<file path="src/rtl/pipe_stage_reg.sv">
// Elastic pipeline register between two processor stages (control bundle + data lanes).
// Define PIPE_STAGE_REG_SKID_EN for the two-entry skid build; otherwise single entry.
module pipe_stage_reg #(
  parameter int CTRL_W = 8,
  parameter int DATA_W = 32,
  parameter int LANES  = 4
) (
  input  logic                    clk_i,
  input  logic                    rst_n_i,
  input  logic                    flush_i,
  input  logic                    valid_i,
  output logic                    ready_o,
  input  logic [CTRL_W-1:0]       ctrl_i,
  input  logic [LANES*DATA_W-1:0] data_i,
  output logic                    valid_o,
  input  logic                    ready_i,
  output logic [CTRL_W-1:0]       ctrl_o,
  output logic [LANES*DATA_W-1:0] data_o,
  output logic [15:0]             stall_cnt_o
);

  typedef enum logic [1:0] {
    EMPTY = 2'd0,
    ONE   = 2'd1,
    TWO   = 2'd2
  } state_t;

  state_t                    state, state_n;
  logic                      rdy_p0, rdy_n;
  logic [CTRL_W-1:0]         ctrl_p0, ctrl_p1;
  logic [LANES*DATA_W-1:0]   data_p0, data_p1;
  logic                      accept, deliver;
  logic                      load_main, load_skid, move_skid;
  logic [15:0]               stall_cnt;

  function automatic logic [15:0] sat_inc16(input logic [15:0] v);
    return (v == 16'hFFFF) ? v : v + 16'd1;
  endfunction

  assign valid_o     = (state != EMPTY);
  assign ctrl_o      = ctrl_p0;
  assign data_o      = data_p0;
  assign stall_cnt_o = stall_cnt;

`ifdef PIPE_STAGE_REG_SKID_EN
  assign ready_o = rdy_p0;
`else
  // rdy_p0 only masks ready_o until the first edge after reset
  assign ready_o = rdy_p0 & (ready_i | ~valid_o);
`endif

  assign accept  = valid_i & ready_o;
  assign deliver = valid_o & ready_i;

  always_comb begin
    state_n   = state;
    load_main = 1'b0;
    load_skid = 1'b0;
    move_skid = 1'b0;
    case (state)
      EMPTY: begin
        if (accept) begin
          state_n   = ONE;
          load_main = 1'b1;
        end
      end
      ONE: begin
`ifdef PIPE_STAGE_REG_SKID_EN
        if (accept && deliver) begin
          load_main = 1'b1;
        end else if (accept) begin
          state_n   = TWO;
          load_skid = 1'b1;
        end else if (deliver) begin
          state_n = EMPTY;
        end
`else
        if (accept) begin
          load_main = 1'b1;
        end else if (deliver) begin
          state_n = EMPTY;
        end
`endif
      end
      TWO: begin
        if (deliver) begin
          state_n   = ONE;
          move_skid = 1'b1;
        end
      end
      default: state_n = EMPTY;
    endcase
    if (flush_i) begin
      state_n   = EMPTY;
      load_main = 1'b0;
      load_skid = 1'b0;
      move_skid = 1'b0;
    end
  end

`ifdef PIPE_STAGE_REG_SKID_EN
  assign rdy_n = (state_n != TWO);
`else
  assign rdy_n = 1'b1;
`endif

  always_ff @(posedge clk_i or negedge rst_n_i) begin
    if (!rst_n_i) begin
      state     <= EMPTY;
      rdy_p0    <= 1'b0;
      ctrl_p0   <= '0;
      ctrl_p1   <= '0;
      data_p0   <= '0;
      data_p1   <= '0;
      stall_cnt <= '0;
    end else begin
      state  <= state_n;
      rdy_p0 <= rdy_n;
      if (valid_o && !ready_i) stall_cnt <= sat_inc16(stall_cnt);
      // main register: clearing ctrl whenever the stage empties keeps bubbles all-zero
      if (load_main) begin
        ctrl_p0 <= ctrl_i;
        data_p0 <= data_i;
      end else if (move_skid) begin
        ctrl_p0 <= ctrl_p1;
        data_p0 <= data_p1;
      end else if (state_n == EMPTY) begin
        ctrl_p0 <= '0;
      end
      if (load_skid) begin
        ctrl_p1 <= ctrl_i;
        data_p1 <= data_i;
      end else if (flush_i || move_skid) begin
        ctrl_p1 <= '0;
      end
    end
  end

endmodule

</file>
<file path="config.mk">
export PLATFORM = sky130hd
export DESIGN_NAME = pipe_stage_reg
export DESIGN_NICKNAME = d
export VERILOG_FILES = /design/src/rtl/pipe_stage_reg.sv
export SDC_FILE = /design/constraint.sdc
export NUM_CORES = 1
export LEC_CHECK = 0
export CORE_MARGIN = 3
export CORE_UTILIZATION = 43
export DETAILED_ROUTE_END_ITERATION = 10
export GPL_ROUTABILITY_DRIVEN = 0
export PLACE_DENSITY = 0.88
export SETUP_SLACK_MARGIN = 0.02
export SLEW_MARGIN = 20
export SYNTH_ARGS = -nofsm -noshare
export SYNTH_HDL_FRONTEND = slang
export SYNTH_SLANG_ARGS = --single-unit
</file>
<file path="constraint.sdc">
create_clock -name clk_i -period 3.5 [get_ports clk_i]
set_clock_uncertainty 0.2 [all_clocks]
set_input_delay 0.525 -clock clk_i [delete_from_list [all_inputs] [get_ports clk_i]]
set_output_delay 0.525 -clock clk_i [all_outputs]
set_load 0.005 [all_outputs]
</file>
==> out/metrics.cfg, run 1 <==
[run_status]
outcome = finished, final reports clean

[grt]
first_global_vias = 4923
overflow = 0
antenna_found_initial = 0
grt_max_degree = 91
grt_pass1_wl_um = 27210
grtUsageTotal_pct = 23.86

[pwr]
ir_drop_v = 0.0004388
leakage_nw = 4.209
p_per_area_nw_per_um2 = 554.7

[critical_path]
rr_endpoint = stall_cnt_o[1]
crit_type = flop to primary output
cp.required_ps = 2770
arrival_ps = 2290
endpoint_kind = primary output
crit_path_top_delay_cell = o21bai_1
r2r_slack_ps = 1180
crit_buf_inv = 1
rr_worst_depth = 6
r2r-start = stall_cnt_o[0]
cp-start-kind = flop
crit_fanout = 11
cpLargestDelayFamily = compound AO/OA/AOI/OAI gates
crit_chain = o21bai_1 -> and2_1 -> clkdlybuf4s50_1
crit_path_max_incr_delay_ps = 650

[finish]
diodes = 0
layout-drive-gt1-share_pct = 6.782
area_delta_synth_final_pct = 64.98
fin_util_pct = 73.51
nFillCells = 773
fin_cells = 865
fin_nets = 823

[placement]
dp_cells = 833
preCtsSetupSlack_ps = 611.0
dp_hpwl_um = 12080
port_buffers = 294

[timing]
rsz0062_at_grt = no
tns_ps = 0
slew_viol_final = 0
hold_violations = 0
layout_setup_ws_ps = 488.9
slew_headroom_pct = 49.95
timing.fmax_mhz = 332.1
period_share_pct = 86.03
period_needed_ps = 3011
setup_viol = 0
tightest_slew_ps = 749.1
whs_ps = 295.6

[synthesis]
synth_area_um2 = 5692
yosysSeqAreaShare_pct = 68.15
synthesis.nets = 532
yosysUniqueCellTypes = 28
synth_top_area_share_pct = 68.15
yosysMostFrequentCell = dfrtp_1
synth_area_leader_cell = dfrtp_1
synth-edff-count = 0
ys_top_cells_by_area = dfrtp_1 68%, a22o_1 21%, buf_2 2.8%
postSynth.asyncResetShare_pct = 100.0
synthCells = 390
synth.ff_latch_count = 155
ys.flop_type = dfrtp_1
yosysWarnings = 0
netlist_top_cells_count = 155 x dfrtp_1, 136 x a22o_1, 32 x buf_2, 9 x xor2_1, 7 x xnor2_1
syn_avg_cell_area_um2 = 14.59

[cts]
tritoncts = yes
cts-root-buf = clkbuf_16
clkSinkCount = 155
clk_latency_ps = 410
cts_made_buffers = 17
htree_levels = 4
cts_resized = 0
clockBufferDepth = 2
ctsHoldBuffers = 1
post-cts-setup-buffers = 0
path_clk_slew_ps = 60

[worst_hold_path]
whs_path_depth = 1
holdPathEnd = data_o[36]
holdCritStartpoint = data_o[36]
hp-class = flop to flop

[route]
route.detailed.drc = 0
wirelength_um = 17480
vias = 4675
ant_nets = 0
wire_per_inst_um = 20.21
via_per_inst = 5.405
initialDrtViolationCount = 289
dr.pass1.iters = 6

[die]
core_area_um2 = 12770
start_util_pct = 44.56
die_h_um = 121.1
die_w_um = 121.1
die_area_um2 = 14650
io_pins = 295
rows = 41

[job]
drv_cap = 0

[state kept, by name, summed over array words and instances (netlist names)]
register and count:
stall_cnt_o 16, ctrl_o 8, state 2, rdy_p0 1, data_o 128
[cell type report]
type,instances,area [um^2],area share (%)
Clock buffer,19,442.9,4.717
Tap cell,172,215.2,2.292
Inverter,1,3.754,0.03997
Multi-Input combinational cell,202,1665,17.73
Sequential cell,155,3879,41.31
Clock inverter,12,125.1,1.332
Timing Repair Buffer,304,3059,32.58
[cells in the final DEF, fill, tap and decap left out, types with 2 or more instances in the layout]
| cell type | Yosys | routed |
|---|---|---|
| buf_4 | 0 | 6 |
| bufinv_16 | 0 | 2 |
| clkinvlp_4 | 0 | 3 |
| buf_12 | 0 | 3 |
| or2_2 | 3 | 3 |
| xor2_1 | 9 | 9 |
| nand3_1 | 5 | 5 |
| clkinv_4 | 0 | 2 |
| clkdlybuf4s50_1 | 0 | 293 |
| nand4_1 | 6 | 6 |
| nor2_1 | 4 | 3 |
| nor3_1 | 5 | 5 |
| o21bai_1 | 2 | 2 |
| nor4_1 | 5 | 5 |
| a22o_1 | 136 | 136 |
| clkbuf_16 | 0 | 17 |
| dfrtp_1 | 155 | 155 |
| nand2_1 | 5 | 5 |
| xnor2_1 | 7 | 7 |
| clkinv_2 | 0 | 5 |
[logic make-up (layout without fill, tap and decap cells)]
group,after synthesis,count (layout),synth area share [%]
compound gates,139,139,21.28
xor+xnor,16,16,2.462
fa+ha+maj,1,1,0.2198
buf+inv,33,336,2.880
flops,155,155,68.15
mux,1,1,0.1978
other cells,1,1,0.06589
simple gates,44,44,4.749
[how the worst max path moves through the flow]
stage                        start         endpoint  depth (start not counted)
after floorplan            ready_i  stall_cnt_o[10]                          5
after global placement     ready_i          ready_o                          4
after detailed placement   ready_i          ready_o                          4
after CTS                 state[1]          ready_o                          3
after global routing      state[1]          ready_o                          3
final                     state[1]          ready_o                          3
[per-stage QoR]
stage | power [mW] | area [um^2]
detailed placement | 3.468 | 8812
finish | 5.209 | 9390
global route | 5.431 | 9390
global placement | 3.424 | 8812
CTS | 5.267 | 9390
floorplan | 2.580 | 5692
[power by group]
group | switching (mW) | internal [mW]
Sequential | 0.191 | 2.08
Combinational | 0.363 | 0.815
Clock | 0.705 | 1.06
[metal layers]
metal / part of all wire, % / GRT usage [%] / vias up
met5: 0 / 0 / -
li1: - / - / 2068
met3: 8.8 / 8.345 / 25
met1: 37 / 28.65 / 2338
met2: 52 / 40.05 / 244
met4: 2.0 / 8.144 / 0
No activity file was read; power rests on OpenSTA's default activity.
==> run 2: changes to the inputs <==
ABC_AREA = 1   (was unset)
CORE_UTILIZATION = 45   (was 43)
HOLD_SLACK_MARGIN = 0.1   (was unset)
PLACE_DENSITY = 0.89   (was 0.88)
clock period = 3.55 ns   (was 3.5 ns; I/O delays follow)
==> run 2 against run 1 <==
Effect of this change:
- routed wire length rose by 10%
- synthesized cell count increased by 90%
- die area rose by 6.2%
- global-route usage rose by 1.4 points
- final cell count rose by 41%
- critical endpoint unchanged
- critical path depth up 1
- sequential share of layout area down 2.6 points
- sequential cell count unchanged
- utilization grew 0.62 points
- highest routed layer unchanged
- synthesized area up 11%
- design area is 6.6% higher
- register-to-register slack improved by 220 ps
==> out/metrics.cfg, run 2 <==
[route]
dr.pass1.iters = 5  ; -1
via_per_inst = 4.837  ; -11%
route.detailed.drc = 0  ; unchanged
wire_per_inst_um = 15.81  ; -22%
vias = 5906  ; +26%
initialDrtViolationCount = 388  ; +34%
wirelength_um = 19310  ; +10%
ant_nets = 0  ; unchanged

[timing]
tns_ps = 0  ; unchanged
tightest_slew_ps = 618.5  ; -130.7 ps
timing.fmax_mhz = 402.9
period_needed_ps = 2482
slew_headroom_pct = 58.77  ; +8.8 points
setup_viol = 0  ; unchanged
whs_ps = 268.2  ; -27.44 ps
period_share_pct = 69.92
rsz0062_at_grt = no
layout_setup_ws_ps = 1068  ; +579.0 ps
hold_violations = 0  ; unchanged
slew_viol_final = 0  ; unchanged

[cts]
path_clk_slew_ps = 60  ; about the same
clockBufferDepth = 2  ; unchanged
post-cts-setup-buffers = 0  ; unchanged
clk_latency_ps = 420  ; about the same
htree_levels = 4  ; unchanged
cts_resized = 0  ; unchanged
cts-root-buf = clkbuf_16
ctsHoldBuffers = 1  ; unchanged
tritoncts = yes
cts_made_buffers = 17  ; unchanged
clkSinkCount = 155  ; unchanged

[worst_hold_path]
holdCritStartpoint = data_o[85]
hp-class = flop to flop
whs_path_depth = 2  ; +1
holdPathEnd = data_o[85]

[synthesis]
synth.ff_latch_count = 155  ; unchanged
postSynth.asyncResetShare_pct = 100.0  ; unchanged
synth-edff-count = 0  ; unchanged
synth_area_leader_cell = dfrtp_1
yosysSeqAreaShare_pct = 61.14  ; -7.0 points
ys_top_cells_by_area = dfrtp_1 61%, nand2_1 27%, nand3_1 1.8%
netlist_top_cells_count = 454 x nand2_1, 155 x dfrtp_1, 23 x nand3_1, 21 x nor2_1, 18 x buf_2
syn_avg_cell_area_um2 = 8.561  ; -41%
synth_top_area_share_pct = 61.14  ; -7.0 points
synth_area_um2 = 6344  ; +11%
yosysWarnings = 0  ; unchanged
synthesis.nets = 883  ; +66%
yosysMostFrequentCell = nand2_1
ys.flop_type = dfrtp_1
synthCells = 741  ; +90%
yosysUniqueCellTypes = 23  ; -18%

[critical_path]
endpoint_kind = primary output
crit_fanout = 4  ; -7
rr_endpoint = stall_cnt_o[9]
r2r_slack_ps = 1400  ; +220 ps
crit_type = input port to primary output
cp.required_ps = 2820  ; +50 ps
rr_worst_depth = 8  ; +2
r2r-start = stall_cnt_o[1]
cp-start-kind = input port
arrival_ps = 1750  ; -540 ps

[finish]
fin_nets = 1174  ; +43%
largest_reg_flops = 128  ; unchanged
layout_commonest_cell = nand2_1
nFillCells = 932  ; +21%
area_delta_synth_final_pct = 57.83
fin_util_pct = 74.13  ; +0.62 points
diodes = 0  ; unchanged
mostFrequentLayoutCells = 454 x nand2_1, 293 x clkdlybuf4s50_1, 155 x dfrtp_1
layout-drive-gt1-share_pct = 5.742  ; -1.0 points

[die]
die_h_um = 124.7  ; +3.0%
rows = 42  ; +2.4%
io_pins = 295  ; unchanged
start_util_pct = 46.97  ; +2.4 points
die_area_um2 = 15560  ; +6.2%
core_area_um2 = 13510  ; +5.7%
die_w_um = 124.7  ; +3.0%

[pwr]
switching_share_pct = 26.73  ; +2.6 points
leakage_nw = 4.904  ; +17%
p_clk_share_pct = 33.9  ; about the same
combPwrFrac_pct = 24.2  ; +1.6 points
seqPwrFrac_pct = 41.9  ; -1.6 points
p_int_mw = 4.013  ; +1.6%
ir_drop_v = 0.0003385  ; -23%
p_per_area_nw_per_um2 = 547.1  ; -1.4%
p_switching_mw = 1.464  ; +16%

[grt]
antenna_found_initial = 0  ; unchanged
grt_max_degree = 81  ; -11%
grtUsageTotal_pct = 25.29  ; +1.4 points
grt_pass1_wl_um = 31200  ; +15%
first_global_vias = 6188  ; +26%
overflow = 0  ; unchanged

[placement]
preCtsSetupSlack_ps = 1010  ; +398.6 ps
port_buffers = 294  ; unchanged
dp_hpwl_um = 13690  ; +13%

[job]
drv_cap = 0  ; unchanged

[run_status]
outcome = finished, final reports clean

## run 2: cell type report
class	instances	area, um^2	share of cell area (%)
Clock inverter	13	166.4	1.662
Timing Repair Buffer	302	3044	30.40
Sequential cell	155	3879	38.74
Inverter	20	80.08	0.7998
Multi-Input combinational cell	536	2180	21.77
Clock buffer	19	442.9	4.424
Tap cell	176	220.2	2.199
## run 2: routing by layer
layer / GRT usage [%] / wire, um
met3: 10.42 / 1901
met2: 43.23 / 9770
met5: 0 / 0
met1: 27.28 / 6937
met4: 11.73 / 701
## run 2: logic make-up (layout without fill, tap and decap cells)
| group | count (synthesis) | count (layout) | synth area share (%) |
|---|---|---|---|
| and+or+nand+nor | 513 | 513 | 31.56 |
| DFF | 155 | 155 | 61.14 |
| adders and majority gates | 1 | 1 | 0.1972 |
| other | 1 | 1 | 0.05911 |
| buffers and inverters | 50 | 354 | 4.497 |
| AOI/OAI and AO/OA | 13 | 13 | 1.440 |
| xor gates and xnor gates | 8 | 8 | 1.105 |
## run 2: worst max path at each step
| stage | from | to | slack, ps | cells after the start |
|---|---|---|---|---|
| 3_3_place_gp | ready_i | ctrl_o[2] | 1050 | 9 |
| 2_1_floorplan | stall_cnt_o[0] | stall_cnt_o[3] | 1870 | 9 |
| 6_report | ready_i | ready_o | 1070 | 4 |
| 5_1_grt | state[1] | ready_o | 990 | 4 |
| 4_1_cts | state[1] | ready_o | 1060 | 4 |
| 3_5_place_dp | ready_i | data_o[73] | 1010 | 9 |
## run 2: power by group through the flow
stage / Combinational (mW) / Clock, mW / Sequential, mW
CTS: 1.35 / 1.89 / 2.29
detailed placement: 1.33 / 0 / 2.31
finish: 1.33 / 1.86 / 2.30
global route: 1.44 / 1.97 / 2.34
floorplan: 0.370 / 0 / 2.32
global placement: 1.29 / 0 / 2.30
## run 2: critical path: stages
cell             delay, ps
clkdlybuf4s50_1        520
nor2_2                  80
nor2_1                 100
clkdlybuf4s50_1        510
## run 2: stage by stage
stage	power (mW)	std cells	cell area, um^2
floorplan	2.688	741	6344
global placement	3.594	1188	9393
detailed placement	3.645	1188	9393
CTS	5.528	1221	10010
global route	5.754	1221	10010
finish	5.477	1221	10010
